[config.mk]
export PLATFORM = sky130hd
export DESIGN_NAME = dip_switch_reader
export DESIGN_NICKNAME = d
export VERILOG_FILES = /design/src/rtl/dip_switch_reader_pkg.sv /design/src/rtl/dip_sync_debounce.sv /design/src/rtl/dip_switch_reader.sv
export SDC_FILE = /design/constraint.sdc
export NUM_CORES = 1
export LEC_CHECK = 0
export BUFFER_PORTS_ARGS = -buffer_cell sky130_fd_sc_hd__buf_2
export CAP_MARGIN = 20
export CORE_ASPECT_RATIO = 1.25
export CORE_MARGIN = 2
export CORE_UTILIZATION = 40
export CTS_CLUSTER_DIAMETER = 30
export CTS_CLUSTER_SIZE = 40
export DETAILED_ROUTE_END_ITERATION = 8
export SLEW_MARGIN = 20
export SYNTH_ARGS = -nofsm -noshare
export SYNTH_HDL_FRONTEND = slang
export SYNTH_SLANG_ARGS = --single-unit
[constraint.sdc]
create_clock -name clk -period 5.5 [get_ports clk]
set_input_delay 0.275 -clock clk [delete_from_list [all_inputs] [get_ports clk]]
set_output_delay 0.275 -clock clk [all_outputs]
set_load 0.005 [all_outputs]
[src/rtl/dip_switch_reader_pkg.sv]
// Shared definitions for the DIP switch reader: event FSM encoding,
// default debounce length and the debounce counter width helper.
package dip_switch_reader_pkg;

  // 20 ms at 50 MHz
  localparam int DIP_DEB_DEFAULT = 1_000_000;

  typedef enum logic {
    DIP_IDLE = 1'b0,
    DIP_PEND = 1'b1
  } dip_state_t;

  function automatic int dip_cnt_width(input int cycles);
    return (cycles <= 2) ? 1 : $clog2(cycles);
  endfunction

endpackage

[src/rtl/dip_sync_debounce.sv]
// Two-flop synchroniser plus whole-vector debouncer for the active-low DIP bank.
// upd is high in the cycle whose closing edge loads a new sw_state.
module dip_sync_debounce
  import dip_switch_reader_pkg::*;
#(
  parameter int WIDTH           = 4,
  parameter int DEBOUNCE_CYCLES = DIP_DEB_DEFAULT
) (
  input  logic             clk,
  input  logic             rst,
  input  logic [WIDTH-1:0] ckey,
  output logic [WIDTH-1:0] sw_state,
  output logic             upd
);

  localparam int            CW       = dip_cnt_width(DEBOUNCE_CYCLES);
  localparam logic [CW-1:0] CNT_LAST = CW'(DEBOUNCE_CYCLES - 1);

  logic [WIDTH-1:0] sync_p0;
  logic [WIDTH-1:0] sync_p1;
  logic [WIDTH-1:0] sync_on;
  logic [WIDTH-1:0] cand;
  logic [CW-1:0]    cnt;
  logic             stable;

  function automatic logic [CW-1:0] sat_inc(input logic [CW-1:0] v);
    return (v == CNT_LAST) ? v : v + CW'(1);
  endfunction

  assign sync_on = ~sync_p1;
  assign stable  = (sync_on == cand) && (cnt == CNT_LAST);
  assign upd     = stable && (cand != sw_state);

  // Stage p0/p1: pins are asynchronous to clk
  always_ff @(posedge clk or posedge rst) begin
    if (rst) begin
      sync_p0 <= '1;
      sync_p1 <= '1;
    end else begin
      sync_p0 <= ckey;
      sync_p1 <= sync_p0;
    end
  end

  // Debounce: a glitch on any bit restarts the shared counter
  always_ff @(posedge clk or posedge rst) begin
    if (rst) begin
      cand     <= '1;
      cnt      <= '0;
      sw_state <= '0;
    end else if (sync_on != cand) begin
      cand <= sync_on;
      cnt  <= '0;
    end else if (cnt != CNT_LAST) begin
      cnt <= sat_inc(cnt);
    end else if (cand != sw_state) begin
      sw_state <= cand;
    end
  end

endmodule

[src/rtl/dip_switch_reader.sv]
// DIP switch reader: debounced state plus valid/ready change events with a
// cumulative change mask. Optional LED mirror enabled by DIP_LED_MIRROR_EN.
module dip_switch_reader
  import dip_switch_reader_pkg::*;
#(
  parameter int WIDTH           = 4,
  parameter int DEBOUNCE_CYCLES = DIP_DEB_DEFAULT
) (
  input  logic             clk,
  input  logic             rst,
  input  logic [WIDTH-1:0] ckey,
  output logic [WIDTH-1:0] sw_state,
  output logic             evt_valid,
  input  logic             evt_ready,
  output logic [WIDTH-1:0] evt_data,
  output logic [WIDTH-1:0] evt_mask,
  output logic             overrun,
  input  logic             overrun_clr
`ifdef DIP_LED_MIRROR_EN
  ,
  output logic [WIDTH-1:0] led
`endif
);

  dip_state_t       state;
  dip_state_t       state_nxt;
  logic [WIDTH-1:0] rep;
  logic             upd;
  logic             offer;
  logic             accept;

  dip_sync_debounce #(
    .WIDTH          (WIDTH),
    .DEBOUNCE_CYCLES(DEBOUNCE_CYCLES)
  ) u_deb (
    .clk     (clk),
    .rst     (rst),
    .ckey    (ckey),
    .sw_state(sw_state),
    .upd     (upd)
  );

  assign offer  = (state == DIP_IDLE) && (sw_state != rep);
  assign accept = (state == DIP_PEND) && evt_ready;

  always_ff @(posedge clk or posedge rst) begin
    if (rst) state <= DIP_IDLE;
    else     state <= state_nxt;
  end

  always_comb begin
    state_nxt = state;
    case (state)
      DIP_IDLE: if (offer)     state_nxt = DIP_PEND;
      DIP_PEND: if (evt_ready) state_nxt = DIP_IDLE;
    endcase
  end

  always_comb begin
    evt_valid = (state == DIP_PEND);
  end

  // Event payload is frozen while pending; later changes coalesce into the next mask
  always_ff @(posedge clk or posedge rst) begin
    if (rst) begin
      evt_data <= '0;
      evt_mask <= '0;
      rep      <= '0;
    end else if (offer) begin
      evt_data <= sw_state;
      evt_mask <= sw_state ^ rep;
    end else if (accept) begin
      rep <= evt_data;
    end
  end

  always_ff @(posedge clk or posedge rst) begin
    if (rst)                            overrun <= 1'b0;
    else if (upd && state == DIP_PEND)  overrun <= 1'b1;
    else if (overrun_clr)               overrun <= 1'b0;
  end

`ifdef DIP_LED_MIRROR_EN
  always_ff @(posedge clk or posedge rst) begin
    if (rst) led <= '1;
    else     led <= ~sw_state;
  end
`endif

endmodule

## After elaboration in Yosys (flattened, before gate mapping)

Cells that the tools add are included.
Widths: inputs -> output; s select.

| storage, ports and cells | value |
|---|---|
| bits of input ports | 8 |
| output and inout port bits | 14 |
| flip-flop bits (word level) | 50 |
| word-level logic and storage cells | 42 |

| operators by class | value |
|---|---|
| reductions and logical operators | 10 |
| bitwise logic cells | 6 |
| $add $sub $neg | 1 |
| equal/unequal tests | 7 |
| muxes and demuxes | 8 |

Operator list:

| cell | number |
|---|---|
| $mux 20 | 3 |
| $add 20x1->20 const B | 1 |
| $eq 20x20->1 const B | 1 |
| $ne 20x20->1 const B | 1 |
| $ne 4x4->1 | 3 |
| $logic_and 1x1->1 | 5 |
| $eq 4x4->1 | 1 |
| $mux 1 | 4 |
| $not 1->1 | 4 |
| $not 4->4 | 1 |
| $reduce_and 2->1 | 2 |
| $reduce_bool 2->1 | 2 |
| $xor 4x4->4 | 1 |
| $reduce_and 3->1 | 1 |
| $ne 2x1->1 const B | 1 |
| $pmux 1 s2 | 1 |

## Logic depth before layout (Yosys ltp)

Gate-level depths: netlist of run 1.

| depth | value |
|---|---|
| word-level depth | 6 |
| depth in mapped cells | 5 |
| gate-level depth less buffers | 5 |

## By module

A second synthesis of run 1 with hierarchy kept.

| unflattened totals | value |
|---|---|
| cell total of the unflattened synthesis | 190 |
| area total of the unflattened synthesis | 2,223.4 µm² |

Modules (own cells, without submodules):

| module | times used | area an instance (µm²) | sequential area each (µm²) | cells each |
|---|---|---|---|---|
| dip_sync_debounce | 1 | 1,627.8 | 915.9 | 148 |
| dip_switch_reader | 1 | 595.6 | 350.3 | 42 |

## Worst setup path after synthesis of run 1

OpenSTA, ideal clock, no wires.

| timing | value |
|---|---|
| path kind | register to register |
| start point | reg u_deb.cnt[0] |
| end point | reg u_deb.cnt[18] |
| path buffers | 0 |
| clock period less this slack | 1.894 ns |
| library setup time | 0.078 ns |
| data required time | 5.422 ns |
| path slack | 3.606 ns |
| data arrival time | 1.817 ns |
| stages on the path, launching flop included | 6 |
| cells stage by stage | dfrtp_1 > ha_1 > nand3_1 > or4_4 > or4_1 > a21oi_1 |

| between the ends | value |
|---|---|
| cells in the longest elaborated chain, start to end | 4 |
| elaborated cells between the ends (all ways) | 9 |
| those cells by class | add/sub: 1; eq/ne: 3; mux: 3; reduce/logical: 2 |

RTL lines:

| element | RTL line | source |
|---|---|---|
| start, declared | dip_sync_debounce.sv:23 | `logic [CW-1:0] cnt;` |
| start signal, assigned | dip_sync_debounce.sv:55 | `cnt <= sat_inc(cnt);` |
| $add 20x1->20 | dip_sync_debounce.sv:27 | `return (v == CNT_LAST) ? v : v + CW'(1);` |
| $mux 20 | dip_sync_debounce.sv:27 |  |
| $mux 20 | dip_sync_debounce.sv:54 | `end else if (cnt != CNT_LAST) begin` |
| $mux 20 | dip_sync_debounce.sv:51 | `end else if (sync_on != cand) begin` |

Parallel ways exist; a longest one is shown, timed or not. The select of a mux whose other input is x is not followed.
A chain may end at the register's enable or synchronous reset.

## Worst setup path after layout of run 1

| timing | value |
|---|---|
| start point | reg u_deb.cand[3] |
| end point | reg u_deb.sw_state[0] |

| between the ends | value |
|---|---|
| cells in the longest elaborated chain, start to end | 3 |
| elaborated cells between the ends (all ways) | 4 |
| those cells by class | eq/ne: 2; bitwise: 1; reduce/logical: 1 |

RTL lines:

| element | RTL line | source |
|---|---|---|
| start, declared | dip_sync_debounce.sv:22 | `logic [WIDTH-1:0] cand;` |
| start signal, assigned | dip_sync_debounce.sv:52 | `cand <= sync_on;` |
| $ne 4x4->1 | dip_sync_debounce.sv:51 |  |
| $not 1->1 (no source line) | - |  |
| $reduce_and 3->1 (no source line) * | - |  |
| end signal, assigned | dip_sync_debounce.sv:57 | `sw_state <= cand;` |
| end, declared | dip_sync_debounce.sv:12 | `output logic [WIDTH-1:0] sw_state,` |

Mark *: on every way between the ends. The rest lies on a longest branch, timed or not.

==> metrics.txt, run 1 <==
status finished, final reports clean; WP data required about 5.7 ns; Clock transition at path regs approximately 0.090 ns; delay of the slowest cell on the worst path 0.75 ns; power after layout between 600 and 700 uW; post-synthesis register bit count 50; cells after synthesis between 150 and 200; fillcell total ~500; Clock Tree Root clkbuf_8; number of H-tree levels 2; dpl cells 280; number of endpoints failing setup at the final stage 0; worst reg-to-reg setup slack 2.88 ns; Antenna diodes 0; Core ar. approximately 5300 um2; final estimated routing congestion in global placement 0.725; met3 routed wirelength ~100 um; Via Count between 1,000 and 1,500; Period minus WS final between 2 and 3 ns; cell types occupying the most area after synthesis dfrtp_1 44%, dfstp_2 14%, xnor2_1 5.6%; setup repair after global routing missed its margin false; Layout Skew roughly 0.0042 ns; Max Cap Viol 0; Area growth, synth to finish 12.5%; Port-buffer cells 21; normalized max-slew margin 37.9%; commonest cells after routing, fill and taps aside 38 x dfrtp_1, 26 x nand2_1, 21 x buf_2; Post-Syn Nets approximately 210; routed metal-1 wirelength 1.79 mm; worst skew pair latency 0.30 ns; number of cells upsized or downsized after cts 0; Die Area 6070 um2; Placement Setup Slack approximately 2.8 ns; Die Width 70.1 um; CP Class reg2reg; post-route setup slack ~2.9 ns; part of the cycle the worst path needs around 48%; routed wire length on met2 1.85 mm; pin count of the biggest net entering global routing 51; Avg Inst Size Synth between 10 and 15 um2; first-pass GRT wire length about 6.7 mm; share of synthesized area occupied by flip-flops and latches 58.0%; Global Route Usage Sum between 10 and 15%; Yosys warnings 0; PwrDens between 200 and 300 nW/um2; most common cell after layout, fill and taps aside dfrtp_1; std cell rows 30; post-synth cell types 37; half-perimeter wire length of the detailed placement result between 2 and 3 mm; drt initial violations 54; final number of hold-violating endpoints 0; reported leakage power 1.09 nW; post-DR vias/cell approximately 5.1; post-CTS repair timing setup buffer count 0; cell at the slowest stage of the critical path nand4_1; Hold Buf Count CTS 0; highest ir drop seen on vdd approximately 0.15 mV; accumulated negative setup slack 0 ns; number of enable flip-flop cells after synthesis 0; count of antenna-violating nets left after detailed routing 0; area fraction of the dominant cell type after synthesis roughly 44%; Sinks on Clock Net 50; Pre-Repair DR Iteration Count 4; buffers from clock root to sink, at most 2; count of unresolved DRC violations after routing 0; WL/cell approximately 13 um; synthesized cell area 2180 um2; prevailing post-synth register cell dfrtp_1; TritonCTS clock tree done; initial antenna violation count 0; maximum fanout along the worst path 22; Crit. End Element flip-flop; worst min-delay path class in2reg; FFs w/ async S/R, synth between 90% and 100%; highest metal layer with signal wires met4; CTS Buf Count 5; chain of cells forming the critical path xor2_1 -> nand4_1 -> nor3_2 -> mux2_2; transition at the pin with the smallest max-transition slack 0.928 ns; total detailed-routing wirelength 3.80 mm; library cell with the largest summed area after synthesis dfrtp_1; non-filler instance count after layout approximately 290; nets@finish approximately 230; Critical Path Source Type flip-flop; y dimension of the die 86.6 um; utilization of the core after routing around 46%; WP data arrival approximately 2.8 ns; Starting Density around two fifths; grt ovf 0; layout cell share with drive strength beyond 1 between 20 and 25%; maximum operating frequency 0.382 GHz; I/O pin count 22; number of global-route vias before repair between 1,000 and 1,500; number of max-slew violations in the final report 0
worst max-delay path, delay by kind of cell, from the launching register on:
family,cells,cell delay (ns)
XOR/XNOR,1,0.17
multiplexers,1,0.39
flip-flops,1,0.56
AND/OR/NAND/NOR,2,1.39
cell usage after synthesis (4+ instances only):
cell,number
inv_1,11
dfrtp_1,38
nand4_1,5
o21ai_0,11
nand3_1,5
xnor2_1,14
nor3_1,6
xor2_1,4
nand2_1,26
dfstp_2,12
nor2_1,8
or3_1,5
mux2_2,9
a21oi_1,9
worst paths after layout:
path	from	end	cells past startpoint
max	u_deb.cand[3]	u_deb.sw_state[0]	4
min	ckey[3]	u_deb.sync_p0[3]	1
max reg2reg	u_deb.cand[3]	u_deb.sw_state[0]	4
min reg2reg	u_deb.sync_p0[3]	u_deb.sync_p1[3]	0
max in group asynchronous	rst	u_deb.sw_state[1]	2
min in group asynchronous	rst	u_deb.cnt[10]	2
sequential cells by signal, indices dropped and copies added (netlist names):
register and flops:
u_deb.cnt 20, evt_mask 4, u_deb.sync_p0 4, evt_data 4, u_deb.sw_state 4, u_deb.sync_p1 4, evt_valid 1, u_deb.cand 4
rep 4, overrun 1
stage by stage:
step | instance area (um2) | hold slack [ns]
global route | 2450 | 0.0394
detailed placement | 2360 | 0.347
finish | 2450 | 0.0570
CTS | 2450 | 0.0464
global placement | 2360 | 0.346
floorplan | 2180 | 0.279
per-layer routing:
metal	up-vias	track usage [%]
met5	-	0
met4	0	5.24
met3	5	3.14
met2	17	24.0
met1	713	17.1
li1	748	-
layout make-up:
class / instances / area [um2] / share of cell area, %
clock inverter: 2 / 15.0 / 0.612
tap: 64 / 80.1 / 3.26
timing repair buffer: 21 / 105 / 4.28
clock buffer: 6 / 82.6 / 3.36
multi-input combinational: 134 / 863 / 35.2
sequential: 50 / 1270 / 51.6
inverter: 11 / 42.5 / 1.73
kinds of logic (layout without fill, tap and decap cells):
logic type      after synthesis  after routing  share of synthesized area (%)
compound gates               33             33                           9.17
xor+xnor                     18             18                           7.22
fa+ha+maj                     1              1                          0.573
buf+inv                      14             40                           2.41
flops                        50             50                           58.0
mux                           9              9                           4.64
simple gates                 73             73                           17.9
report_power, final:
part | total, mW | switching (mW) | internal, mW | leakage [nW]
logic | 0.0174 | 0.0120 | 0.00536 | 0.379
registers | 0.379 | 0.00344 | 0.376 | 0.657
clock network | 0.230 | 0.126 | 0.104 | 0.0521
total | 0.627 | 0.141 | 0.485 | 1.09
Power figures use the tool's default switching activity.
==> run 2, diff against run 1 <==
clock period = 2.35 ns   (was 5.5 ns; I/O delays follow)
==> run 2 against run 1 <==
Register-to-register slack worse by 2.6 ns; clock power increased by 110%; critical path type unchanged; clock skew is 0.0064 ns higher; core utilization up 1.1 points; via count increased by 3.8%; design area grew 2.4%; non-clock buffer count grew 8; die area unchanged; critical endpoint is now u_deb.cnt[18]; setup slack got worse by 2.6 ns.
==> metrics.txt, run 2 (synthesis gave the netlist of run 1 again) <==
worst min-delay path class in2reg; layout cell share with drive strength beyond 1 24.6% (about the same); final number of hold-violating endpoints 0 (unchanged); initial antenna violation count 0 (unchanged); half-perimeter wire length of the detailed placement result 2.67 mm (+2.8%); std cell rows 30 (unchanged); Port-buffer cells 21 (unchanged); logic gate share of total power 3.6% (+0.8 points); Crit. End Element flip-flop; count of antenna-violating nets left after detailed routing 0 (unchanged); number of global-route vias before repair 1,505 (+2.0%); number of H-tree levels 2 (unchanged); pin count of the biggest net entering global routing 22 (-57%); Switching Share 22.2% (-0.38 points); Critical Path Source Type flip-flop; tightest hold margin 0.0834 ns (+0.0264 ns); Period minus WS final 2.09 ns (-0.534 ns); setup repair after global routing missed its margin false; part of the cycle the worst path needs 88.8% (+41 points); total detailed-routing wirelength 3.81 mm (+0.18%); CTS Buf Count 5 (unchanged); Layout Skew 0.0106 ns (+0.00640 ns); Sinks on Clock Net 50 (unchanged); Core ar. 5330 um2 (unchanged); cell-internal power 1.11 mW (+130%); Global Route Usage Sum 14.2% (+0.27 points); CP Class reg2reg; Die Area 6070 um2 (unchanged); worst skew pair latency 0.30 ns (about the same); TritonCTS clock tree done; maximum fanout along the worst path 6 (-73%); Via Count 1,539 (+3.8%); Starting Density 40.9% (unchanged); Pre-Repair DR Iteration Count 4 (unchanged); buffers from clock root to sink, at most 2 (unchanged); grt ovf 0 (unchanged); dpl cells 283 (+1.1%); largest register by flop count u_deb.cnt; Clock transition at path regs 0.10 ns (about the same); WL/cell 12.9 um (-2.5%); number of endpoints failing setup at the final stage 0 (unchanged); Clk network pwr share 34.3% (-2.4 points); number of cells upsized or downsized after cts 0 (unchanged); I/O pin count 22 (unchanged); reported leakage power 1.12 nW (+2.7%); post-route setup slack 0.263 ns (-2.62 ns); normalized max-slew margin 60.6% (+23 points); commonest cells after routing, fill and taps aside 38 x dfrtp_1, 26 x nand2_1, 21 x buf_2; status finished, final reports clean; drt initial violations 99 (+83%); accumulated negative setup slack 0 ns (unchanged); transition at the pin with the smallest max-transition slack 0.586 ns (-0.342 ns); non-filler instance count after layout 296 (+2.8%); nets@finish 240 (+3.4%); max reg flops 20 (unchanged); Clock Tree Root clkbuf_8; WP data arrival 2.31 ns (-0.51 ns); post-DR vias/cell 5.20 (+0.97%); highest ir drop seen on vdd 0.345 mV (+120%); Placement Setup Slack 0.266 ns (-2.56 ns); PwrDens 569 nW/um2 (+120%); utilization of the core after routing 47.2% (+1.1 points); first-pass GRT wire length 6.86 mm (+2.2%); Die Width 70.1 um (unchanged); most common cell after layout, fill and taps aside dfrtp_1; y dimension of the die 86.6 um (unchanged); Flop pwr share 62.1% (+1.6 points); count of unresolved DRC violations after routing 0 (unchanged); WP data required 2.58 ns (-3.11 ns); Antenna diodes 0 (unchanged); net switching power 317 uW (+120%); maximum operating frequency 0.479 GHz (+26%); number of max-slew violations in the final report 0 (unchanged); Max Cap Viol 0 (unchanged); final estimated routing congestion in global placement 0.768 (+5.9%); Area growth, synth to finish 15.2%
==> run 2: worst max-delay path, stage by stage, from the launching register on <==
cell     delay (ns)
dfrtp_1        0.44
ha_1           0.24
nand3_1        0.17
or4_4          0.61
or4_1          0.41
a21oi_1        0.15
==> run 2: final cells by class <==
class | instances | area, um2
Clock inverter | 2 | 12.5
Fill cell | 487 | 2820
Timing Repair Buffer | 29 | 178
Tap cell | 64 | 80.1
Inverter | 11 | 41.3
Sequential cell | 50 | 1270
Multi-Input combinational cell | 134 | 863
Clock buffer | 6 | 72.6
==> run 2: metal layers <==
metal | up-vias | wire, um | GRT usage (%)
met1 | 741 | 1770 | 17.9
met3 | 5 | 119 | 3.26
met4 | 0 | 55 | 6.29
met2 | 25 | 1860 | 23.5
li1 | 768 | - | -
met5 | - | 0 | 0
==> run 2: power groups by stage <==
stage               clock network, mW  registers, mW  logic [mW]
global placement                    0          0.904      0.0466
detailed placement                  0          0.905      0.0474
finish                          0.490          0.888      0.0512
floorplan                           0          0.903      0.0291
CTS                             0.516          0.888      0.0540
global route                    0.557          0.890      0.0597
==> run 2: what timing repair did <==
item | CTS | global route
endpoints found under the hold margin | 22 | 0
buffers inserted | 0 | 0
hold buffers | 5 | 0
==> run 2: metrics by stage <==
stage / total power [mW] / area [um2]
2_1_floorplan: 0.932 / 2180
3_3_place_gp: 0.951 / 2380
3_5_place_dp: 0.952 / 2380
4_1_cts: 1.46 / 2510
5_1_grt: 1.51 / 2510
6_report: 1.43 / 2510
==> run 2: worst paths after layout <==
| check | startpoint | endpoint | slack (ns) | depth (start not counted) |
|---|---|---|---|---|
| max reg2reg | u_deb.cnt[0] | u_deb.cnt[18] | 0.26 | 5 |
| max | u_deb.cnt[0] | u_deb.cnt[18] | 0.26 | 5 |
| min in group asynchronous | rst | u_deb.cnt[12] | 0.36 | 3 |
| max in group asynchronous | rst | u_deb.cand[0] | 1.35 | 4 |
| min reg2reg | u_deb.sync_p0[3] | u_deb.sync_p1[3] | 0.36 | 0 |
| min | overrun_clr | overrun | 0.08 | 3 |
==> run 3, diff against run 2 <==
clock period = 2.3 ns   (was 2.35 ns; I/O delays follow)
==> run 3 against run 2 <==
Critical endpoint unchanged; the run now ends with hold timing left; clock skew is 0.0026 ns lower; setup slack worse by 0.10 ns; sequential cell count stayed put.
==> metrics.txt, run 3 (synthesis gave the netlist of run 1 again) <==
part of the cycle the worst path needs 93.0% (+4.2 points); nets@finish 239 (-0.42%); post-CTS repair timing setup buffer count 0 (unchanged); normalized max-slew margin 45.1% (-15 points); Die Area 6070 um2 (unchanged); number of global-route vias before repair 1,516 (+0.73%); final estimated routing congestion in global placement 0.788 (+2.6%); Placement Setup Slack 0.224 ns (-0.0424 ns); first-pass GRT wire length 6.86 mm (unchanged); post-DR vias/cell 5.19 (-0.25%); half-perimeter wire length of the detailed placement result 2.68 mm (+0.63%); WL/cell 13.1 um (+1.8%); Clock transition at path regs 0.09 ns (about the same); pin count of the biggest net entering global routing 41 (+86%); Switching Share 22.8% (+0.60 points); Critical Path Source Type flip-flop; layout cell share with drive strength beyond 1 24.7% (+0.11 points); drt initial violations 50 (-49%); tightest hold margin -0.0353 ns (-0.119 ns); Antenna diodes 0 (unchanged); Port-buffer cells 21 (unchanged); Flop pwr share 61.9% (-0.2 points); accumulated negative setup slack 0 ns (unchanged); maximum fanout along the worst path 6 (unchanged); failing checks hold timing; count of unresolved DRC violations after routing 0 (unchanged); transition at the pin with the smallest max-transition slack 0.822 ns (+0.236 ns); WP data arrival 2.37 ns (+0.06 ns); Pre-Repair DR Iteration Count 4 (unchanged); maximum operating frequency 0.467 GHz (-2.4%); count of antenna-violating nets left after detailed routing 0 (unchanged); y dimension of the die 86.6 um (unchanged); utilization of the core after routing 47.1% (-0.094 points); CTS Buf Count 5 (unchanged); Layout Skew 0.00806 ns (-0.00256 ns); power after layout 1.47 mW (+2.7%); largest register by flop count u_deb.cnt; Area growth, synth to finish 15.0%; CP Class reg2reg; initial antenna violation count 0 (unchanged); post-route setup slack 0.161 ns (-0.102 ns); cell-internal power 1.13 mW (+1.9%); reported leakage power 1.11 nW (-0.40%); Period minus WS final 2.14 ns (+0.0524 ns); final number of hold-violating endpoints 38 (+38); Starting Density 40.9% (unchanged); net switching power 334 uW (+5.5%); TritonCTS clock tree done; worst min-delay path class in2async; Crit. End Element flip-flop; total detailed-routing wirelength 3.87 mm (+1.4%); buffers from clock root to sink, at most 2 (unchanged); Core ar. 5330 um2 (unchanged); number of endpoints failing setup at the final stage 0 (unchanged); instance area at placement 2380 um2 (unchanged); logic gate share of total power 3.5% (about the same); max reg flops 20 (unchanged); Max Cap Viol 0 (unchanged); PwrDens 585 nW/um2 (+2.9%); std cell rows 30 (unchanged); Die Width 70.1 um (unchanged); WP data required 2.53 ns (-0.05 ns); status complete, but fails checks; Via Count 1,530 (-0.58%); Clock Tree Root clkbuf_8; Clk network pwr share 34.7% (+0.4 points); most common cell after layout, fill and taps aside dfrtp_1; commonest cells after routing, fill and taps aside 38 x dfrtp_1, 26 x nand2_1, 21 x buf_2; number of H-tree levels 2 (unchanged); setup repair after global routing missed its margin false; number of max-slew violations in the final report 0 (unchanged); grt ovf 0 (unchanged); worst skew pair latency 0.30 ns (about the same); Global Route Usage Sum 14.3% (+0.099 points); Sinks on Clock Net 50 (unchanged); I/O pin count 22 (unchanged); Design Area, Final 2510 um2 (-0.20%); highest ir drop seen on vdd 0.292 mV (-15%)
## run 3: final cells by class
cell class                      count  area, um2
Clock buffer                        5       68.8
Clock inverter                      3       21.3
Fill cell                         504       2820
Inverter                           11       41.3
Multi-Input combinational cell    134        863
Sequential cell                    50       1270
Tap cell                           64       80.1
Timing Repair Buffer               28        168
## run 3: stage by stage
step	hold slack, ns	cells
floorplan	0.119	198
global placement	0.220	283
detailed placement	0.222	283
CTS	0.000598	295
global route	0.0477	295
finish	-0.0353	295
## run 3: what timing repair did
item                      CTS  global route
hold endpoints to repair    4             0
gates resized for setup     0             0
hold buffers                4             0
## run 3: path summary, 6_finish.rpt
path                       cells past startpoint          endpoint  slack, ns              from
hold reg to reg                                0  u_deb.sync_p1[1]       0.36  u_deb.sync_p0[1]
hold / removal                                 2     u_deb.cnt[14]      -0.04               rst
max in group asynchronous                      3  u_deb.sync_p1[1]       1.63               rst
setup / recovery                               5     u_deb.cnt[18]       0.16      u_deb.cnt[0]
setup reg to reg                               5     u_deb.cnt[18]       0.16      u_deb.cnt[0]
min in group clk                               3           overrun       0.09       overrun_clr
## run 3: power by group through the flow
stage                     logic, mW  clock network (mW)  registers [mW]
after global routing         0.0600               0.567           0.910
final                        0.0508               0.509           0.908
after floorplan              0.0297                   0           0.922
after CTS                    0.0532               0.536           0.909
after global placement       0.0479                   0           0.924
after detailed placement     0.0482                   0           0.925
## run 3: per-layer routing
layer | up-vias | wire (um) | track usage [%]
met1 | 744 | 1800 | 18.3
met3 | 6 | 104 | 3.84
li1 | 763 | - | -
met5 | - | 0 | 0
met4 | 0 | 63 | 5.24
met2 | 17 | 1890 | 23.5
## run 3: worst max-delay path: stages, from the launching register on
cell and delay [ns]:
dfrtp_1 0.45, ha_1 0.24, nand3_1 0.20, or4_4 0.62, or4_1 0.42, a21oi_1 0.15
